$ cat config.mk
export PLATFORM = sky130hd
export DESIGN_NAME = fifo_sync_param
export DESIGN_NICKNAME = d
export VERILOG_FILES = /design/src/rtl/fifo_defs.sv /design/src/rtl/fifo_sync_ram.sv /design/src/rtl/fifo_sync_param.sv
export SDC_FILE = /design/constraint.sdc
export NUM_CORES = 1
export LEC_CHECK = 0
export ABC_CLOCK_PERIOD_IN_PS = 2690
export CORE_UTILIZATION = 40
export DETAILED_ROUTE_END_ITERATION = 10
export HOLD_SLACK_MARGIN = 0.1
export SLEW_MARGIN = 15
export SYNTH_ARGS = -nofsm -noshare
export SYNTH_HDL_FRONTEND = slang
export SYNTH_SLANG_ARGS = --single-unit
$ cat constraint.sdc
create_clock -name clk -period 2.69 [get_ports clk]
set_input_delay 0.4035 -clock clk [delete_from_list [all_inputs] [get_ports clk]]
set_output_delay 0.4035 -clock clk [all_outputs]
set_load 0.01 [all_outputs]
$ cat src/rtl/fifo_defs.sv
`default_nettype none
// +----------------------------------------------------------------------+
// | fifo_defs : shared defaults, operation encoding and clog2 helper     |
// | Revision  : 1.0                                                      |
// +----------------------------------------------------------------------+
package fifo_defs;

  localparam int DEF_WIDTH = 8;
  localparam int DEF_DEPTH = 4;

  typedef enum logic [1:0] {
    OP_NONE = 2'b00,
    OP_PUSH = 2'b01,
    OP_POP  = 2'b10,
    OP_BOTH = 2'b11
  } fifo_op_e;

  // Ceiling log2, usable in constant context; clog2(1) = 0.
  function automatic int clog2(input int n);
    int r;
    r = 0;
    for (int v = n - 1; v > 0; v = v >> 1) r = r + 1;
    return r;
  endfunction

endpackage
`default_nettype wire

$ cat src/rtl/fifo_sync_ram.sv
`default_nettype none
// +----------------------------------------------------------------------+
// | fifo_sync_ram : DEPTH x WIDTH register array, 1 write / 1 async read |
// | Revision      : 1.0                                                  |
// +----------------------------------------------------------------------+
module fifo_sync_ram #(
  parameter int WIDTH = 8,
  parameter int DEPTH = 4,
  parameter int AW    = 2
) (
  input  logic             clk,
  input  logic             i_we,
  input  logic [AW-1:0]    i_waddr,
  input  logic [WIDTH-1:0] i_wdata,
  input  logic [AW-1:0]    i_raddr,
  output logic [WIDTH-1:0] o_rdata
);

  logic [WIDTH-1:0] r_mem [DEPTH];

  always_ff @(posedge clk) begin
    if (i_we) r_mem[i_waddr] <= i_wdata;
  end

  assign o_rdata = r_mem[i_raddr];

endmodule
`default_nettype wire

$ cat src/rtl/fifo_sync_param.sv
`default_nettype none
// +----------------------------------------------------------------------+
// | fifo_sync_param : parametrised synchronous FIFO, ready/enable sides, |
// |                   occupancy count, almost flags and sync flush       |
// | Revision        : 1.0                                                |
// +----------------------------------------------------------------------+
module fifo_sync_param
  import fifo_defs::*;
#(
  parameter int WIDTH    = DEF_WIDTH,
  parameter int DEPTH    = DEF_DEPTH,
  parameter int AF_LEVEL = 3,
  parameter int AE_LEVEL = 1,
  localparam int CW      = clog2(DEPTH + 1)
) (
  input  logic             clk,
  input  logic             reset_n,
  input  logic             flush,
  input  logic [WIDTH-1:0] data_in,
  input  logic             enable_in,
  output logic             ready_out,
  output logic [WIDTH-1:0] data_out,
  output logic             enable_out,
  input  logic             ready_in,
  output logic [CW-1:0]    count,
  output logic             almost_full,
  output logic             almost_empty
);

  localparam int PW = clog2(DEPTH);

  localparam logic [CW-1:0] c_depth  = CW'(DEPTH);
  localparam logic [CW-1:0] c_one    = CW'(1);
  localparam logic [CW-1:0] c_af_lvl = CW'(AF_LEVEL);
  localparam logic [CW-1:0] c_ae_lvl = CW'(AE_LEVEL);
  localparam logic [PW-1:0] c_last   = PW'(DEPTH - 1);

  logic [PW-1:0]    r_wr_ptr, r_rd_ptr;
  logic [CW-1:0]    r_count;
  logic             r_af, r_ae;
  logic             r_out_zero;

  logic             w_push, w_pop, w_we;
  fifo_op_e         w_op;
  logic [PW-1:0]    w_wr_nxt, w_rd_nxt;
  logic [CW-1:0]    w_cnt_nxt;
  logic [WIDTH-1:0] w_rd_data;

  // Explicit wrap so non-power-of-2 depths work.
  function automatic logic [PW-1:0] f_adv(input logic [PW-1:0] p);
    return (p == c_last) ? '0 : p + PW'(1);
  endfunction

  assign ready_out  = (r_count != c_depth);
  assign enable_out = (r_count != '0);
  assign w_push     = enable_in & ready_out;
  assign w_pop      = enable_out & ready_in;
  assign w_op       = fifo_op_e'({w_pop, w_push});
  assign w_we       = w_push & ~flush;

  always_comb begin
    w_wr_nxt  = r_wr_ptr;
    w_rd_nxt  = r_rd_ptr;
    w_cnt_nxt = r_count;
    if (flush) begin
      w_wr_nxt  = '0;
      w_rd_nxt  = '0;
      w_cnt_nxt = '0;
    end else begin
      case (w_op)
        OP_PUSH: begin
          w_wr_nxt  = f_adv(r_wr_ptr);
          w_cnt_nxt = r_count + c_one;
        end
        OP_POP: begin
          w_rd_nxt  = f_adv(r_rd_ptr);
          w_cnt_nxt = r_count - c_one;
        end
        OP_BOTH: begin
          w_wr_nxt = f_adv(r_wr_ptr);
          w_rd_nxt = f_adv(r_rd_ptr);
        end
        default: ;
      endcase
    end
  end

  // r_out_zero keeps data_out at 0 after reset until storage is first written.
  always_ff @(posedge clk or negedge reset_n) begin
    if (!reset_n) begin
      r_wr_ptr   <= '0;
      r_rd_ptr   <= '0;
      r_count    <= '0;
      r_af       <= 1'b0;
      r_ae       <= 1'b1;
      r_out_zero <= 1'b1;
    end else begin
      r_wr_ptr <= w_wr_nxt;
      r_rd_ptr <= w_rd_nxt;
      r_count  <= w_cnt_nxt;
      r_af     <= (w_cnt_nxt >= c_af_lvl);
      r_ae     <= (w_cnt_nxt <= c_ae_lvl);
      if (w_we) r_out_zero <= 1'b0;
    end
  end

  fifo_sync_ram #(
    .WIDTH (WIDTH),
    .DEPTH (DEPTH),
    .AW    (PW)
  ) u_ram (
    .clk     (clk),
    .i_we    (w_we),
    .i_waddr (r_wr_ptr),
    .i_wdata (data_in),
    .i_raddr (r_rd_ptr),
    .o_rdata (w_rd_data)
  );

  assign data_out     = r_out_zero ? '0 : w_rd_data;
  assign count        = r_count;
  assign almost_full  = r_af;
  assign almost_empty = r_ae;

endmodule
`default_nettype wire

# Word level (Yosys, flattened, before mapping)
# Memory sizes are Yosys's and may differ from the RTL's.
# Index checks and enable logic that the tools add are counted.
[op_classes] addsub=4 order_cmp=2 n_eq_ne=6 n_mux=11 bitwise=4 reduce_logical=5
[op_table] cell="$mux 2" count=6
[op_table] cell="$eq 2x2->1 const B" count=4
[op_table] cell="$mux 8" count=1
[op_table] cell="$pmux 3 s2" count=1
[op_table] cell="$add 2x1->2 const B" count=2
[op_table] cell="$reduce_bool 2->1" count=2
[op_table] cell="$reduce_or 2->1" count=2
[op_table] cell="$add 3x1->3 const B" count=1
[op_table] cell="$and 1x1->1" count=3
[op_table] cell="$ge 3x2->1 const B" count=1
[op_table] cell="$le 3x1->1 const B" count=1
[op_table] cell="$mux 3" count=1
[op_table] cell="$ne 3x3->1 const B" count=1
[op_table] cell="$reduce_bool 3->1" count=1
[op_table] cell="$sub 3x1->3 const B" count=1
[op_table] cell="$eq 2x1->1 const B" count=1
[op_table] cell="$mux 1" count=2
[op_table] cell="$not 1->1" count=1
[totals] regBits=10 mem_bits_rw=32 in_bits=13 out_inout_bits=15 memories=1
[mem_list] name="u_ram.r_mem" depth=4 width=8 rd=1 rd_clocked_by_memory_dff=0 wr=1 line="fifo_sync_ram.sv:19" rtl="logic [WIDTH-1:0] r_mem [DEPTH];"

# Depth between registers and ports, before layout
[logic_depth] ltp_word=6 ltp_mapped=8 ltp_nobuf=8

# Modules after synthesis
# From an unflattened synthesis, not the netlist that was laid out.
[hier_totals] hier_cells=106 area_unflattened_um2=1784.2
[modules_own_cells] module="fifo_sync_ram" instances=1 cells_each=46 area_per_inst_um2=1188.6
[modules_own_cells] module="fifo_sync_param" instances=1 cells_each=60 area_per_inst_um2=595.6

# Worst setup path before layout
# No wires, ideal clock.
[synth_path] path_type="reg-to-reg" startpoint="register r_count[1], in the netlist count[1]" endpoint="register r_ae, in the netlist almost_empty" setup_time_ns=0.078 t_arrival_ns=2.421 required_time_ns=2.612 setup_slack_ns=0.191 path_stages_with_launch=8 path_buffers=0 cell_sequence="dfrtp_1 -> or3_2 -> and2_1 -> ha_1 -> fa_1 -> xor2_1 -> a211o_1 -> and3b_1"
[synth_between] elab_chain_cells=6 word_cells_on_any_way=11 classes_between="2 x add/sub; 1 x order compare; 3 x eq/ne; 2 x mux; 2 x bitwise; 1 x reduce/logical"
[synth_lines] element="from (decl)" line="fifo_sync_param.sv:39" rtl="logic [CW-1:0] r_count;"
[synth_lines] element="from (signal assigned)" line="fifo_sync_param.sv:100" rtl="r_count <= w_cnt_nxt;"
[synth_lines] element="$reduce_bool 3->1 (*)" line="fifo_sync_param.sv:55" rtl="assign enable_out = (r_count != '0);"
[synth_lines] element="via enable_out" line="fifo_sync_param.sv:23" rtl="output logic enable_out,"
[synth_lines] element="$and 1x1->1 (*)" line="fifo_sync_param.sv:57" rtl="assign w_pop = enable_out & ready_in;"
[synth_lines] element="$eq 2x2->1 / $eq 2x1->1 (equally long branches)" line="fifo_sync_param.sv:70" rtl="case (w_op)"
[synth_lines] element="$pmux 3 s2 (*)" line="fifo_sync_param.sv:70"
[synth_lines] element="$mux 3 (*)" line="fifo_sync_param.sv:65" rtl="if (flush) begin"
[synth_lines] element="$le 3x1->1 (*)" line="fifo_sync_param.sv:102" rtl="r_ae <= (w_cnt_nxt <= c_ae_lvl);"
[synth_lines] element="to (signal assigned)" line="fifo_sync_param.sv:102"
[synth_lines] element="to (decl)" line="fifo_sync_param.sv:40" rtl="logic r_af, r_ae;"
# The timed path passes the listed nets; every way through them passes the cells marked *.
# A chain may end at the register's enable or synchronous reset.

# Worst setup path in the final report
[layout_path] startpoint="register r_count[1], in the netlist count[1]" endpoint="register r_ae, in the netlist almost_empty"
[layout_between] elab_chain_cells=6 word_cells_on_any_way=11 classes_between="2 x add/sub; 1 x order compare; 3 x eq/ne; 2 x mux; 2 x bitwise; 1 x reduce/logical"
[layout_lines] element="$ne 3x3->1 / $reduce_bool 3->1 (equally long branches)" line="fifo_sync_param.sv:54, fifo_sync_param.sv:55"
[layout_lines] element="$and 1x1->1 (on tied branches)" line="fifo_sync_param.sv:56, fifo_sync_param.sv:57"
[layout_lines] element="$eq 2x2->1 / $eq 2x1->1 (equally long branches)" line="fifo_sync_param.sv:70"
[layout_lines] element="$pmux 3 s2 (*)" line="fifo_sync_param.sv:70"
[layout_lines] element="$mux 3 (*)" line="fifo_sync_param.sv:65"
[layout_lines] element="$le 3x1->1 (*)" line="fifo_sync_param.sv:102"
# Every way passes the cells marked *; elsewhere a longest branch is shown, timed or not.

==> flow_summary.yaml <==
timing:
  fin_ws_ps: 159
  rsz0062_at_grt: "false"
  fin_setup_tns_ps: 0
  hold_violations: 0
  min_period_ps: 2530
  worst_slew_pin_slew_ps: 492
  slew_viol_final: 0
  fin_crit_sh: 0.941
  max_freq_ghz: 0.395
  relSlewSlack: 0.671
  setup_viol: 0
  finClkSkew_ps: 7.57
cts:
  clkTransAtPathRegs_ps: 80
  clock_latency_ps: 290
  htreeDepth: 2
  cts-root-buf: "clkbuf_8"
  post_cts_resized: 0
  cts_buffers: 5
  tritoncts: "built"
  clock_sinks: 42
  postCtsSetupBuffers: 0
  ctsHoldBuffers: 0
  clock_path_buffers: 2
critical_path:
  required_ps: 2920
  slowest_stage: "or3_2"
  end_kind: "flip-flop"
  criticalPathCategory: "reg -> reg"
  path_buf_inv: 0
  cp.arrival_ps: 2760
  cpPeakStageDelay_ps: 510
  path_max_fanout: 6
  crit_chain: "or3_2 -> and2_1 -> ha_1 -> fa_1 -> xor2_1 -> a211o_1 -> and3b_1"
  worst-path-stages: 7
  crit_family: "simple AND/OR/NAND/NOR gates"
  r2r_cells: 7
  start_kind: "flip-flop"
layout:
  final_area_um2: 2250
  drive_above_1_share: 0.190
  synthToLayoutAreaGrowth_pct: 23.7
  finish.utilization: 0.516
  final_cell_mix: "edfxtp_1, clkdlybuf4s50_1, nor2b_1"
  diodes: 0
  final_common_cell: "edfxtp_1"
  fin_nets: 161
place:
  dpl_cell_area_um2: 2160
  dp_hpwl_mm: 2.19
  preCtsSetupSlack_ps: 123
  io_buffers: 27
  place_congestion: 0.765
synthesis:
  synth.net_count: 126
  syn_area_um2: 1820
  yosysWarnings: 0
  yosysSeqAreaShare: 0.669
  synthCells: 106
  avgSynthCellArea_um2: 17.1
  ys_ff_latch: 42
  synth_cell_types: 30
detailed_routing:
  dr_total_vias: 976
  routed_wl_mm: 3.19
  wl_per_cell_um: 16.4
  via_per_inst: 5.03
  first_iter_violations: 45
  drt_first_pass_iters: 4
  drc: 0
  ant_nets: 0
die:
  fp.dieH_um: 69.4
  fp.dieW_um: 69.4
  fp.dieArea_um2: 4810
  io-pin-count: 28
  coreArea_um2: 4350
  start_util: 0.417
  rows: 24
power:
  p_per_area_nw_per_um2: 827
  total_power_uw: 1860
  ir_worst_vdd_uv: 364
  p_leak_uw: 0.000821
global_route:
  busiest_layer: "met2"
  use_met2: 0.237
  grt_overflow: 0
  first_global_vias: 1054
  grt_use_met3: 0.0480
  grtUsageTotal: 0.149
  grt_max_degree: 14
  grt_pass1_wl_mm: 5.29
  grtUsageMet1: 0.190
  antenna_found_initial: 0
worst_hold_path:
  worst_hold_path_type: "in -> async"
outcome:
  outcome: "completed"
job:
  maxCapViolations: 0
synth_stat cells, drive strengths merged:
cell type / instances / area (um2)
nand3b: 2 / 15.0
fa: 1 / 20.0
edfxtp: 32 / 961
and2: 6 / 40.0
nand2: 1 / 3.75
o21ai: 1 / 5.00
nor2: 4 / 15.0
dfstp: 2 / 52.6
o31ai: 2 / 25.0
xor2: 2 / 17.5
inv: 4 / 15.0
nand3: 3 / 15.0
mux4: 8 / 180
a21o: 1 / 7.51
nand4b: 1 / 8.76
nor2b: 9 / 56.3
and3b: 2 / 21.3
ha: 6 / 75.1
mux2i: 1 / 10.0
or3b: 1 / 11.3
buf: 3 / 17.5
a211o: 1 / 8.76
dfrtp: 8 / 200
or3: 1 / 7.51
xnor2: 1 / 8.76
nor3: 2 / 10.0
nor3b: 1 / 7.51
layout make-up:
cell class	count	area (um2)
Inverter	4	15.0
Fill cell	358	2110
Tap cell	52	65.1
Clock buffer	6	72.6
Clock inverter	2	10.0
Sequential cell	42	1210
Multi-Input combinational cell	57	569
Timing Repair Buffer	31	300
sequential cells by signal, indices dropped and copies added, names as in the netlist:
register      flops
u_ram.r_mem      32
r_rd_ptr          2
almost_empty      1
almost_full       1
r_out_zero        1
r_wr_ptr          2
count             3
through the flow:
step | hold slack, ps | instances
2_1_floorplan | 108 | 106
3_3_place_gp | 572 | 186
3_5_place_dp | 590 | 186
4_1_cts | 452 | 194
5_1_grt | 472 | 194
6_report | 440 | 194
path summary, 6_finish.rpt:
kind,startpoint,end,slack (ps)
worst min-delay path,reset_n,almost_full,440
worst max register to register,count[1],almost_empty,160
worst max-delay path,count[1],almost_empty,160
max in group asynchronous,reset_n,r_out_zero,1890
min in group clk,r_out_zero,r_out_zero,590
worst min register to register,r_out_zero,r_out_zero,590
routing by layer:
layer / vias up / part of all wire
met2: 15 / 0.51
met5: - / 0
met4: 0 / 0.015
met3: 6 / 0.034
met1: 491 / 0.45
li1: 464 / -
cell families (layout without fill, tap and decap cells):
kind of cell,Yosys count,after routing,synth area share
and+or+nand+nor,33,33,0.116
muxes,9,9,0.105
AOI/OAI and AO/OA,5,5,0.0255
DFF,42,42,0.669
adders and majority gates,7,7,0.0524
xor gates and xnor gates,3,3,0.0145
buffers and inverters,7,43,0.0179
where the power goes:
part           leakage (uW)  internal [uW]  switching [uW]
clock network     0.0000450            180             206
logic              0.000358            379             277
registers          0.000419            769            46.0
total              0.000821           1330             529
Note: power is estimated with default switching activity, not from simulation.
